<file path="config.mk">
export PLATFORM = sky130hd
export DESIGN_NAME = rx_pam4_slicer_ber
export DESIGN_NICKNAME = d
export VERILOG_FILES = /design/src/rtl/serdes_pkg.sv /design/src/rtl/ref_sym_fifo.sv /design/src/rtl/rx_pam4_slicer_ber.sv
export SDC_FILE = /design/constraint.sdc
export NUM_CORES = 1
export LEC_CHECK = 0
export CAP_MARGIN = 20
export CORE_ASPECT_RATIO = 0.75
export CORE_MARGIN = 3
export CORE_UTILIZATION = 50
export DETAILED_ROUTE_END_ITERATION = 8
export HOLD_SLACK_MARGIN = 0.03
export MAX_ROUTING_LAYER = met4
export PLACE_DENSITY = 0.75
export SYNTH_ARGS = -nofsm -noshare
export SYNTH_HDL_FRONTEND = slang
export SYNTH_SLANG_ARGS = --single-unit
export TNS_END_PERCENT = 100
</file>
<file path="constraint.sdc">
create_clock -name clk -period 4.1 [get_ports clk]
set_input_delay 0.615 -clock clk [delete_from_list [all_inputs] [get_ports clk]]
set_output_delay 0.615 -clock clk [all_outputs]
set_load 0.02 [all_outputs]
</file>
<file path="src/rtl/serdes_pkg.sv">
// Shared PAM4 receive definitions: Gray symbol map, default slicer thresholds,
// receive FSM states and a 2-bit popcount helper.
package serdes_pkg;

   localparam logic [1:0] SYM_M3 = 2'b00;
   localparam logic [1:0] SYM_M1 = 2'b01;
   localparam logic [1:0] SYM_P1 = 2'b11;
   localparam logic [1:0] SYM_P3 = 2'b10;

   localparam int THR_LO_DEF  = -64;
   localparam int THR_MID_DEF = 0;
   localparam int THR_HI_DEF  = 64;

   typedef enum logic [1:0] {IDLE, RUN, DONE} rx_state_t;

   function automatic logic [1:0] popcount2(input logic [1:0] v);
      return {1'b0, v[0]} + {1'b0, v[1]};
   endfunction

endpackage

</file>
<file path="src/rtl/ref_sym_fifo.sv">
// Synchronous reference-symbol FIFO with first-word-fall-through read and a
// synchronous clear; a push while full only succeeds if a pop happens alongside.
module ref_sym_fifo #(
   parameter int unsigned DEPTH = 16,
   parameter int unsigned WIDTH = 2
) (
   input  logic             clk,
   input  logic             rstn,
   input  logic             clr,
   input  logic             push,
   input  logic             pop,
   input  logic [WIDTH-1:0] din,
   output logic [WIDTH-1:0] dout,
   output logic             full,
   output logic             empty
);

   localparam int unsigned AW = (DEPTH > 1) ? $clog2(DEPTH) : 1;

   logic [AW-1:0]    wr_ptr_q, wr_ptr_d;
   logic [AW-1:0]    rd_ptr_q, rd_ptr_d;
   logic [AW:0]      cnt_q, cnt_d;
   logic [WIDTH-1:0] mem_q [DEPTH];
   logic             do_push, do_pop;

   assign full    = (cnt_q == (AW+1)'(DEPTH));
   assign empty   = (cnt_q == '0);
   assign do_pop  = pop && !empty;
   assign do_push = push && (!full || do_pop);
   assign dout    = mem_q[rd_ptr_q];

   always_comb begin
      wr_ptr_d = wr_ptr_q;
      rd_ptr_d = rd_ptr_q;
      cnt_d    = cnt_q;
      if (clr) begin
         wr_ptr_d = '0;
         rd_ptr_d = '0;
         cnt_d    = '0;
      end else begin
         if (do_push) wr_ptr_d = wr_ptr_q + 1'b1;
         if (do_pop)  rd_ptr_d = rd_ptr_q + 1'b1;
         cnt_d = cnt_q + (AW+1)'(do_push) - (AW+1)'(do_pop);
      end
   end

   always_ff @(posedge clk or negedge rstn) begin
      if (!rstn) begin
         wr_ptr_q <= '0;
         rd_ptr_q <= '0;
         cnt_q    <= '0;
      end else begin
         wr_ptr_q <= wr_ptr_d;
         rd_ptr_q <= rd_ptr_d;
         cnt_q    <= cnt_d;
      end
   end

   // Storage needs no reset: occupancy is tracked by cnt_q.
   always_ff @(posedge clk) begin
      if (do_push && !clr) mem_q[wr_ptr_q] <= din;
   end

endmodule

</file>
<file path="src/rtl/rx_pam4_slicer_ber.sv">
// PAM4 receive slicer with windowed symbol/bit error counting against a buffered
// reference stream. Define RX_SLICER_HIST_EN to add per-level decision histograms.
module rx_pam4_slicer_ber
   import serdes_pkg::*;
#(
   parameter int          THR_LO     = THR_LO_DEF,
   parameter int          THR_MID    = THR_MID_DEF,
   parameter int          THR_HI     = THR_HI_DEF,
   parameter int unsigned NUM_SYMS   = 1024,
   parameter int unsigned FIFO_DEPTH = 16,
   parameter int unsigned CNT_W      = 32
) (
   input  logic             clk,
   input  logic             rstn,
   input  logic             en,
   input  logic [7:0]       sample_in,
   input  logic             sample_in_valid,
   input  logic [1:0]       ref_sym,
   input  logic             ref_sym_valid,
   output logic [1:0]       sym_out,
   output logic             sym_out_valid,
   output logic [CNT_W-1:0] sym_cnt,
   output logic [CNT_W-1:0] sym_err_cnt,
   output logic [CNT_W-1:0] bit_err_cnt,
   output logic             done,
   output logic             ovf,
   output logic             unf
`ifdef RX_SLICER_HIST_EN
   ,
   output logic [4*16-1:0]  hist_cnt
`endif
);

   localparam logic signed [7:0] ThrLo  = 8'(THR_LO);
   localparam logic signed [7:0] ThrMid = 8'(THR_MID);
   localparam logic signed [7:0] ThrHi  = 8'(THR_HI);

   rx_state_t        state_q, state_d;
   logic [1:0]       sym_q, sym_d;
   logic             sym_vld_q;
   logic [CNT_W-1:0] sym_cnt_q, sym_cnt_d;
   logic [CNT_W-1:0] sym_err_q, sym_err_d;
   logic [CNT_W-1:0] bit_err_q, bit_err_d;
   logic             done_q, done_d, ovf_q, ovf_d, unf_q, unf_d;

   logic signed [7:0] sample_s;
   logic [1:0]        slice_sym, diff;
   logic [CNT_W:0]    bit_sum;
   logic              fifo_clr, fifo_full, fifo_empty, reached, cmp;
   logic [1:0]        fifo_dout;

   assign sample_s = sample_in;

   always_comb begin
      slice_sym = SYM_P3;
      if (sample_s < ThrLo)       slice_sym = SYM_M3;
      else if (sample_s < ThrMid) slice_sym = SYM_M1;
      else if (sample_s < ThrHi)  slice_sym = SYM_P1;
   end

   ref_sym_fifo #(
      .DEPTH (FIFO_DEPTH),
      .WIDTH (2)
   ) u_fifo (
      .clk   (clk),
      .rstn  (rstn),
      .clr   (fifo_clr),
      .push  (ref_sym_valid),
      .pop   (sample_in_valid),
      .din   (ref_sym),
      .dout  (fifo_dout),
      .full  (fifo_full),
      .empty (fifo_empty)
   );

   assign reached = (64'(sym_cnt_q) >= 64'(NUM_SYMS));
   assign cmp     = (state_q == RUN) && sample_in_valid && !fifo_empty && !reached;
   assign diff    = slice_sym ^ fifo_dout;
   assign bit_sum = {1'b0, bit_err_q} + {{(CNT_W-1){1'b0}}, popcount2(diff)};

   always_comb begin
      state_d   = state_q;
      sym_d     = sample_in_valid ? slice_sym : sym_q;
      sym_cnt_d = sym_cnt_q;
      sym_err_d = sym_err_q;
      bit_err_d = bit_err_q;
      done_d    = done_q;
      ovf_d     = ovf_q;
      unf_d     = unf_q;
      fifo_clr  = 1'b0;

      unique case (state_q)
         IDLE: begin
            if (en) begin
               state_d   = RUN;
               sym_cnt_d = '0;
               sym_err_d = '0;
               bit_err_d = '0;
               done_d    = 1'b0;
               ovf_d     = 1'b0;
               unf_d     = 1'b0;
               fifo_clr  = 1'b1;
            end
         end
         RUN: begin
            if (!en) begin
               state_d = IDLE;
            end else if (reached) begin
               state_d = DONE;
               done_d  = 1'b1;
            end
            if (cmp) begin
               if (sym_cnt_q != '1) sym_cnt_d = sym_cnt_q + 1'b1;
               if (diff != 2'b00 && sym_err_q != '1) sym_err_d = sym_err_q + 1'b1;
               bit_err_d = bit_sum[CNT_W] ? '1 : bit_sum[CNT_W-1:0];
            end
            // Push dropped only when full and nothing is popped this cycle.
            if (ref_sym_valid && fifo_full && !sample_in_valid) ovf_d = 1'b1;
            if (sample_in_valid && fifo_empty) unf_d = 1'b1;
         end
         DONE: begin
            if (!en) state_d = IDLE;
         end
         default: state_d = IDLE;
      endcase
   end

   always_ff @(posedge clk or negedge rstn) begin
      if (!rstn) begin
         state_q   <= IDLE;
         sym_q     <= 2'b00;
         sym_vld_q <= 1'b0;
         sym_cnt_q <= '0;
         sym_err_q <= '0;
         bit_err_q <= '0;
         done_q    <= 1'b0;
         ovf_q     <= 1'b0;
         unf_q     <= 1'b0;
      end else begin
         state_q   <= state_d;
         sym_q     <= sym_d;
         sym_vld_q <= sample_in_valid;
         sym_cnt_q <= sym_cnt_d;
         sym_err_q <= sym_err_d;
         bit_err_q <= bit_err_d;
         done_q    <= done_d;
         ovf_q     <= ovf_d;
         unf_q     <= unf_d;
      end
   end

   assign sym_out       = sym_q;
   assign sym_out_valid = sym_vld_q;
   assign sym_cnt       = sym_cnt_q;
   assign sym_err_cnt   = sym_err_q;
   assign bit_err_cnt   = bit_err_q;
   assign done          = done_q;
   assign ovf           = ovf_q;
   assign unf           = unf_q;

`ifdef RX_SLICER_HIST_EN
   logic [15:0] hist_q [4];
   logic [15:0] hist_d [4];
   logic [1:0]  lane;

   always_comb begin
      unique case (slice_sym)
         SYM_M3:  lane = 2'd0;
         SYM_M1:  lane = 2'd1;
         SYM_P1:  lane = 2'd2;
         default: lane = 2'd3;
      endcase
      hist_d = hist_q;
      if (state_q == IDLE && en) begin
         for (int i = 0; i < 4; i++) hist_d[i] = '0;
      end else if (state_q == RUN && sample_in_valid && hist_q[lane] != '1) begin
         hist_d[lane] = hist_q[lane] + 1'b1;
      end
   end

   always_ff @(posedge clk or negedge rstn) begin
      if (!rstn) begin
         for (int i = 0; i < 4; i++) hist_q[i] <= '0;
      end else begin
         hist_q <= hist_d;
      end
   end

   assign hist_cnt = {hist_q[3], hist_q[2], hist_q[1], hist_q[0]};
`endif

endmodule

</file>
# Word level (Yosys, flattened, before mapping)
# Memories as Yosys holds them, arrays and structs flattened.
# Cells that the tools add are included.
# word_totals
in_bits	15
reg_bits	117
mem_count	1
ram_bits	32
output_inout_bits	102
elab_cells	105
# memory_table
name	words	width	rd	rd_ports_with_merged_regs	write_ports	line	source
u_fifo.mem_q	16	2	1	0	1	ref_sym_fifo.sv:23	logic [WIDTH-1:0] mem_q [DEPTH];
# classes
n_bitwise	1
order_cmp	4
mux	35
addsub	8
eq_ne	15
reduce_logical	29
# ops
operator	n
$mux 32	7
$pmux 32 s2	3
$add 32x1->32 const B	2
$ne 32x32->1 const B	2
$add 32x2->33	1
$ge 32x11->1 const B	1
$mux 4	4
$mux 2	6
$reduce_and 3->1	4
$reduce_and 4->1	3
$logic_and 1x1->1	10
$mux 1	10
$ne 2x2->1 const B	5
$add 4x1->4 const B	2
$lt 8x1->1 const B	1
$lt 8x7->1 const B	1
$lt 8x8->1 const B	1
$ne 2x1->1 const B	4
$reduce_bool 2->1	4
$pmux 1 s2	3
$pmux 2 s3	1
$add 5x1->5	1
$eq 5x5->1 const B	1
$logic_not 1->1	5
other kinds (10)	10

# Logic depth before layout (Yosys ltp)
# depth
depth_word	10
ltp_mapped	17
ltp_nobuf	14

# Modules after synthesis
# A second synthesis with hierarchy kept.
# hier_totals
hier_cells	713
area_unflattened_um2	7484.7
# by_module_without_submodules
mod	seq_area_each_um2	instances	area_per_inst_um2	cells_each
rx_pam4_slicer_ber	2602.5	1	5302.6	555
ref_sym_fifo	1286.2	1	2182.1	158

# Worst setup path after synthesis
# No wires, ideal clock.
# synth_path
kind	flip-flop to flip-flop
from	register u_fifo.rd_ptr_q[1]
to	register bit_err_q[17] (netlist: bit_err_cnt[17])
synth_period_minus_slack_ps	3518
path_stages_with_launch	17
required_ps	3968
path_buffers	2
t_arrival_ps	3386
setup_ps	132
path_slack_ps	582
path_cell_list	dfrtp_1 > buf_2 > mux4_2 > mux2i_1 > mux2i_1 > xnor2_2 > fa_1 > inv_1 > ha_1 > and3_1 > and4_1 > and3_1 > nand3_1 > clkbuf_1 > nand4_1 > a21oi_1 > nor2_1
# synth_via
elab_chain_len	7
# synth_rtl
item	line	source
start: declaration	ref_sym_fifo.sv:21	logic [AW-1:0] rd_ptr_q, rd_ptr_d;
start signal: assignment	ref_sym_fifo.sv:54	rd_ptr_q <= rd_ptr_d;
$mem_v2 16x2	--	
$xor 2x2->2	rx_pam4_slicer_ber.sv:78	assign diff = slice_sym ^ fifo_dout;
$add 1x1->2	serdes_pkg.sv:17	return {1'b0, v[0]} + {1'b0, v[1]};
$add 32x2->33	rx_pam4_slicer_ber.sv:79	assign bit_sum = {1'b0, bit_err_q} + {{(CNT_W-1){1'b0}}, popcount2(diff)};
$mux 32	rx_pam4_slicer_ber.sv:115	bit_err_d = bit_sum[CNT_W] ? '1 : bit_sum[CNT_W-1:0];
$mux 32	rx_pam4_slicer_ber.sv:112	if (cmp) begin
$pmux 32 s2	rx_pam4_slicer_ber.sv:92	unique case (state_q)
end signal: assignment	rx_pam4_slicer_ber.sv:145	bit_err_q <= bit_err_d;
end: declaration	rx_pam4_slicer_ber.sv:43	logic [CNT_W-1:0] bit_err_q, bit_err_d;
# Every way passes these cells. The select of a mux whose other input is x is not followed.
# A chain may end at the register's enable or synchronous reset.

# Final worst setup path
# layout_path
from	register u_fifo.rd_ptr_q[1]
to	register bit_err_q[10] (netlist: bit_err_cnt[10])
# Same word-level chain as after synthesis.

==> summary.txt <==
Place
  – Post-DP Area: 8815 um2
  – Placer Congestion: 0.9243
  – Post-DP HPWL: 13320 um
  – PortBufs: 110

Yosys
  – Cells after Synth: 728
  – Sequential share of the synthesized area: 52.14%
  – Mux cell area share after synthesis: 3.842%
  – Synth unique cells: 60
  – Ys async rst share: 78.52%
  – Post-synth EDFFs: 32
  – Largest family of logic cells by synthesized area: simple AND/OR/NAND/NOR gates
  – Area leader, netlist: dfrtp_1
  – #FFs+latches synth: 149
  – Mean area per synthesized cell: 10.25 um2
  – Primary FF master, synth: dfrtp_1
  – Synth Cell Area: 7458 um2
  – Ys Warns: 0
  – Synth area leaders: dfrtp_1, edfxtp_1, nor2_1
  – Xor/xnor share of the synthesized area: 2.332%
  – Post-Syn Nets: 761
  – Synth Area in Adders: 3.221%
  – Synth Area in Simple Gates: 22.66%
  – Compound-gate portion of the synthesized area: 12.46%
  – Area share of the largest cell type after synthesis: 39.26%

Power
  – P per Cell Area: 503.0 nW/um2
  – Peak VDD IR: 0.3506 mV
  – Leak pwr: 3.929 nW

Setup path
  – CP startpoint kind: flip-flop
  – Arrival time at the worst endpoint: 4.10 ns
  – Flop-to-flop setup slack: 0.32 ns
  – RR Endpoint: bit_err_cnt[10]
  – Worst R2R Start: u_fifo.rd_ptr_q[1]
  – Reg2Reg Depth: 15
  – WP data required: 4.42 ns
  – Setup CP Type: flip-flop to flip-flop
  – CP max FO: 10
  – CP endpoint kind: flip-flop

Floorplan
  – Die W: 147.0 um
  – Full die area: 16430 um2
  – Core area: 14170 um2
  – Die Y: 111.8 um
  – Starting density of the core: 52.65%
  – Ports: 117
  – Std cell rows: 37

Clocking
  – CTS tree: done
  – Clock root cell: clkbuf_16
  – Post CTS Setup Buffer Count: 0
  – CTS Buffer Depth: 2
  – H-tree Lvls: 4
  – CTS buffer count: 17
  – Clock-pin slew on the worst setup and hold paths: 0.06 ns
  – CTS Sinks: 149
  – Clk_lat worst skew: 0.43 ns

Global routing
  – Global route overflow: 0
  – Gr usage total: 23.96%
  – Met1 usage: 33.32%
  – Met3 usage in global routing: 7.526%
  – Busiest grt layer: met2
  – Initial antenna violation count: 0
  – Met2 Resource Use GR: 35.26%
  – Largest net degree at the start of global routing: 66
  – First-pass GRT wire length: 30860 um
  – Via count of the first global-routing pass: 6005

Min path
  – Worst min-delay path category: primary input to asynchronous set/reset pin

Timing
  – Crit share post-route: 92.19%
  – Slew margin rel.: 52.47%
  – Slew Limit Fails: 0
  – Fmax: 0.2646 GHz
  – Least-Margin Pin Slew: 0.7129 ns
  – Sum Neg Setup Slack: 0 ns
  – Fin Clk Skew: 0.008596 ns
  – Final setup violating endpoints: 0
  – Final Hold Fails: 0
  – Final Critical Period: 3.780 ns
  – RSZ-0062 raised after global routing: false

Drt
  – Routed Antenna Nets: 0
  – Total Wirelength: 18900 um
  – DRC: 0
  – Initial DRC Count: 541
  – First-pass DRT Iterations: 6
  – Routed len/inst: 17.98 um
  – Vias per cell: 5.932
  – Vias: 6235

Cells and area
  – Fin area: 9370 um2
  – N_diodes: 0
  – Nets: 876
  – Footprint of the multi-input gates: 3334 um2
  – Most frequent cells in the layout: dfrtp_1, clkdlybuf4s50_1, nor2_1, nand2_1, nand3_1
  – Reg area: 3891 um2
  – Fillers: 1115
  – Most common cell after layout, fill and taps aside: dfrtp_1
  – Share of cells above drive strength 1: 9.229%
  – Syn-to-layout area delta: 25.63%

Flow run
  – Number of max-cap violations: 0

Outcome
  – Status: finished clean
area by class of cell:
| type | instances | share of cell area, % |
|---|---|---|
| Clock inverter | 12 | 1.015 |
| Sequential cell | 149 | 41.53 |
| Inverter | 21 | 0.8412 |
| Tap cell | 195 | 2.604 |
| Timing Repair Buffer | 131 | 13.54 |
| Clock buffer | 20 | 4.887 |
| Multi-Input combinational cell | 523 | 35.59 |
cell families after synthesis:
logic type / Yosys count
simple gates: 331
mux: 22
flops: 149
xor+xnor: 19
buf+inv: 56
compound gates: 133
fa+ha+maj: 18
flip-flops by register name, indices dropped and copies added, names as in the netlist:
| register | flops |
|---|---|
| bit_err_cnt | 32 |
| u_fifo.mem_q | 32 |
| u_fifo.wr_ptr_q | 4 |
| ovf | 1 |
| sym_cnt | 32 |
| done | 1 |
| state_q | 2 |
| sym_out_valid | 1 |
| sym_out | 2 |
| u_fifo.rd_ptr_q | 4 |
| u_fifo.cnt_q | 5 |
| unf | 1 |
| sym_err_cnt | 32 |
worst max-delay path: stages (launching register included):
cell and delay [ns]:
dfrtp_2 0.49, mux4_2 0.55, mux2i_1 0.17, mux2i_1 0.13, xnor2_2 0.21, fa_1 0.45
inv_1 0.08, ha_1 0.17, and3_1 0.19, and4_1 0.23, and3_1 0.23, nand3_1 0.12
buf_4 0.22, o21ai_0 0.09, a21oi_1 0.09, a211oi_1 0.24
repair_timing:
item                                    4_1_cts  5_1_grt
hold buffers                                  0        0
gates resized for setup                       0        2
hold endpoints to repair                      0        0
endpoints found under the setup margin        0        7
through the flow:
step | worst slack [ns] | power [mW] | hold WS (ns) | util [%] | instances
finish | 0.3201 | 4.713 | 0.2337 | 66.15 | 1051
global placement | 0.1257 | 3.214 | 0.4685 | 62.22 | 1019
global route | 0.003911 | 4.973 | 0.2787 | 66.15 | 1051
floorplan | 0.5818 | 2.795 | 0.3194 | - | 728
CTS | 0.1735 | 4.736 | 0.2564 | 66.13 | 1051
detailed placement | 0.07001 | 3.278 | 0.4826 | 62.22 | 1019
synth_stat cells (all sizes together), types with 4 or more instances:
master,n
nand2b,4
a21o,11
nor2b,4
and4,10
buf,12
o22ai,4
a221o,8
xnor2,8
nor4,8
inv,21
clkbuf,23
xor2,11
a211oi,10
and3,28
o211ai,5
nor3,25
a21oi,37
ha,16
edfxtp,32
nor2,81
a31oi,9
o31ai,11
or2,5
and2,32
nand3,40
nand4,21
mux2i,14
mux4,5
dfrtp,117
nand2,61
o21ai,16
a311oi,5
worst max-delay path by stage:
stage / startpoint / end / slack [ns] / depth (start not counted)
after floorplan: u_fifo.rd_ptr_q[1] / bit_err_cnt[17] / 0.58 / 16
after global placement: sample_in[6] / bit_err_cnt[8] / 0.13 / 15
after detailed placement: sample_in[6] / bit_err_cnt[10] / 0.07 / 16
after CTS: u_fifo.rd_ptr_q[1] / bit_err_cnt[10] / 0.17 / 15
after global routing: u_fifo.rd_ptr_q[1] / bit_err_cnt[16] / 0.004 / 14
final: u_fifo.rd_ptr_q[1] / bit_err_cnt[10] / 0.32 / 15
metal layers:
layer,routed length (um),up-vias
met4,149,0
met1,8697,3084
li1,-,2903
met2,8620,229
met5,0,-
met3,1429,19
power by group:
part | internal, mW | total, mW | switching [mW]
Sequential | 1.69 | 1.93 | 0.239
Combinational | 0.608 | 1.32 | 0.713
Clock | 0.818 | 1.46 | 0.644
Total | 3.12 | 4.71 | 1.60
No activity file was read; power rests on OpenSTA's default activity.
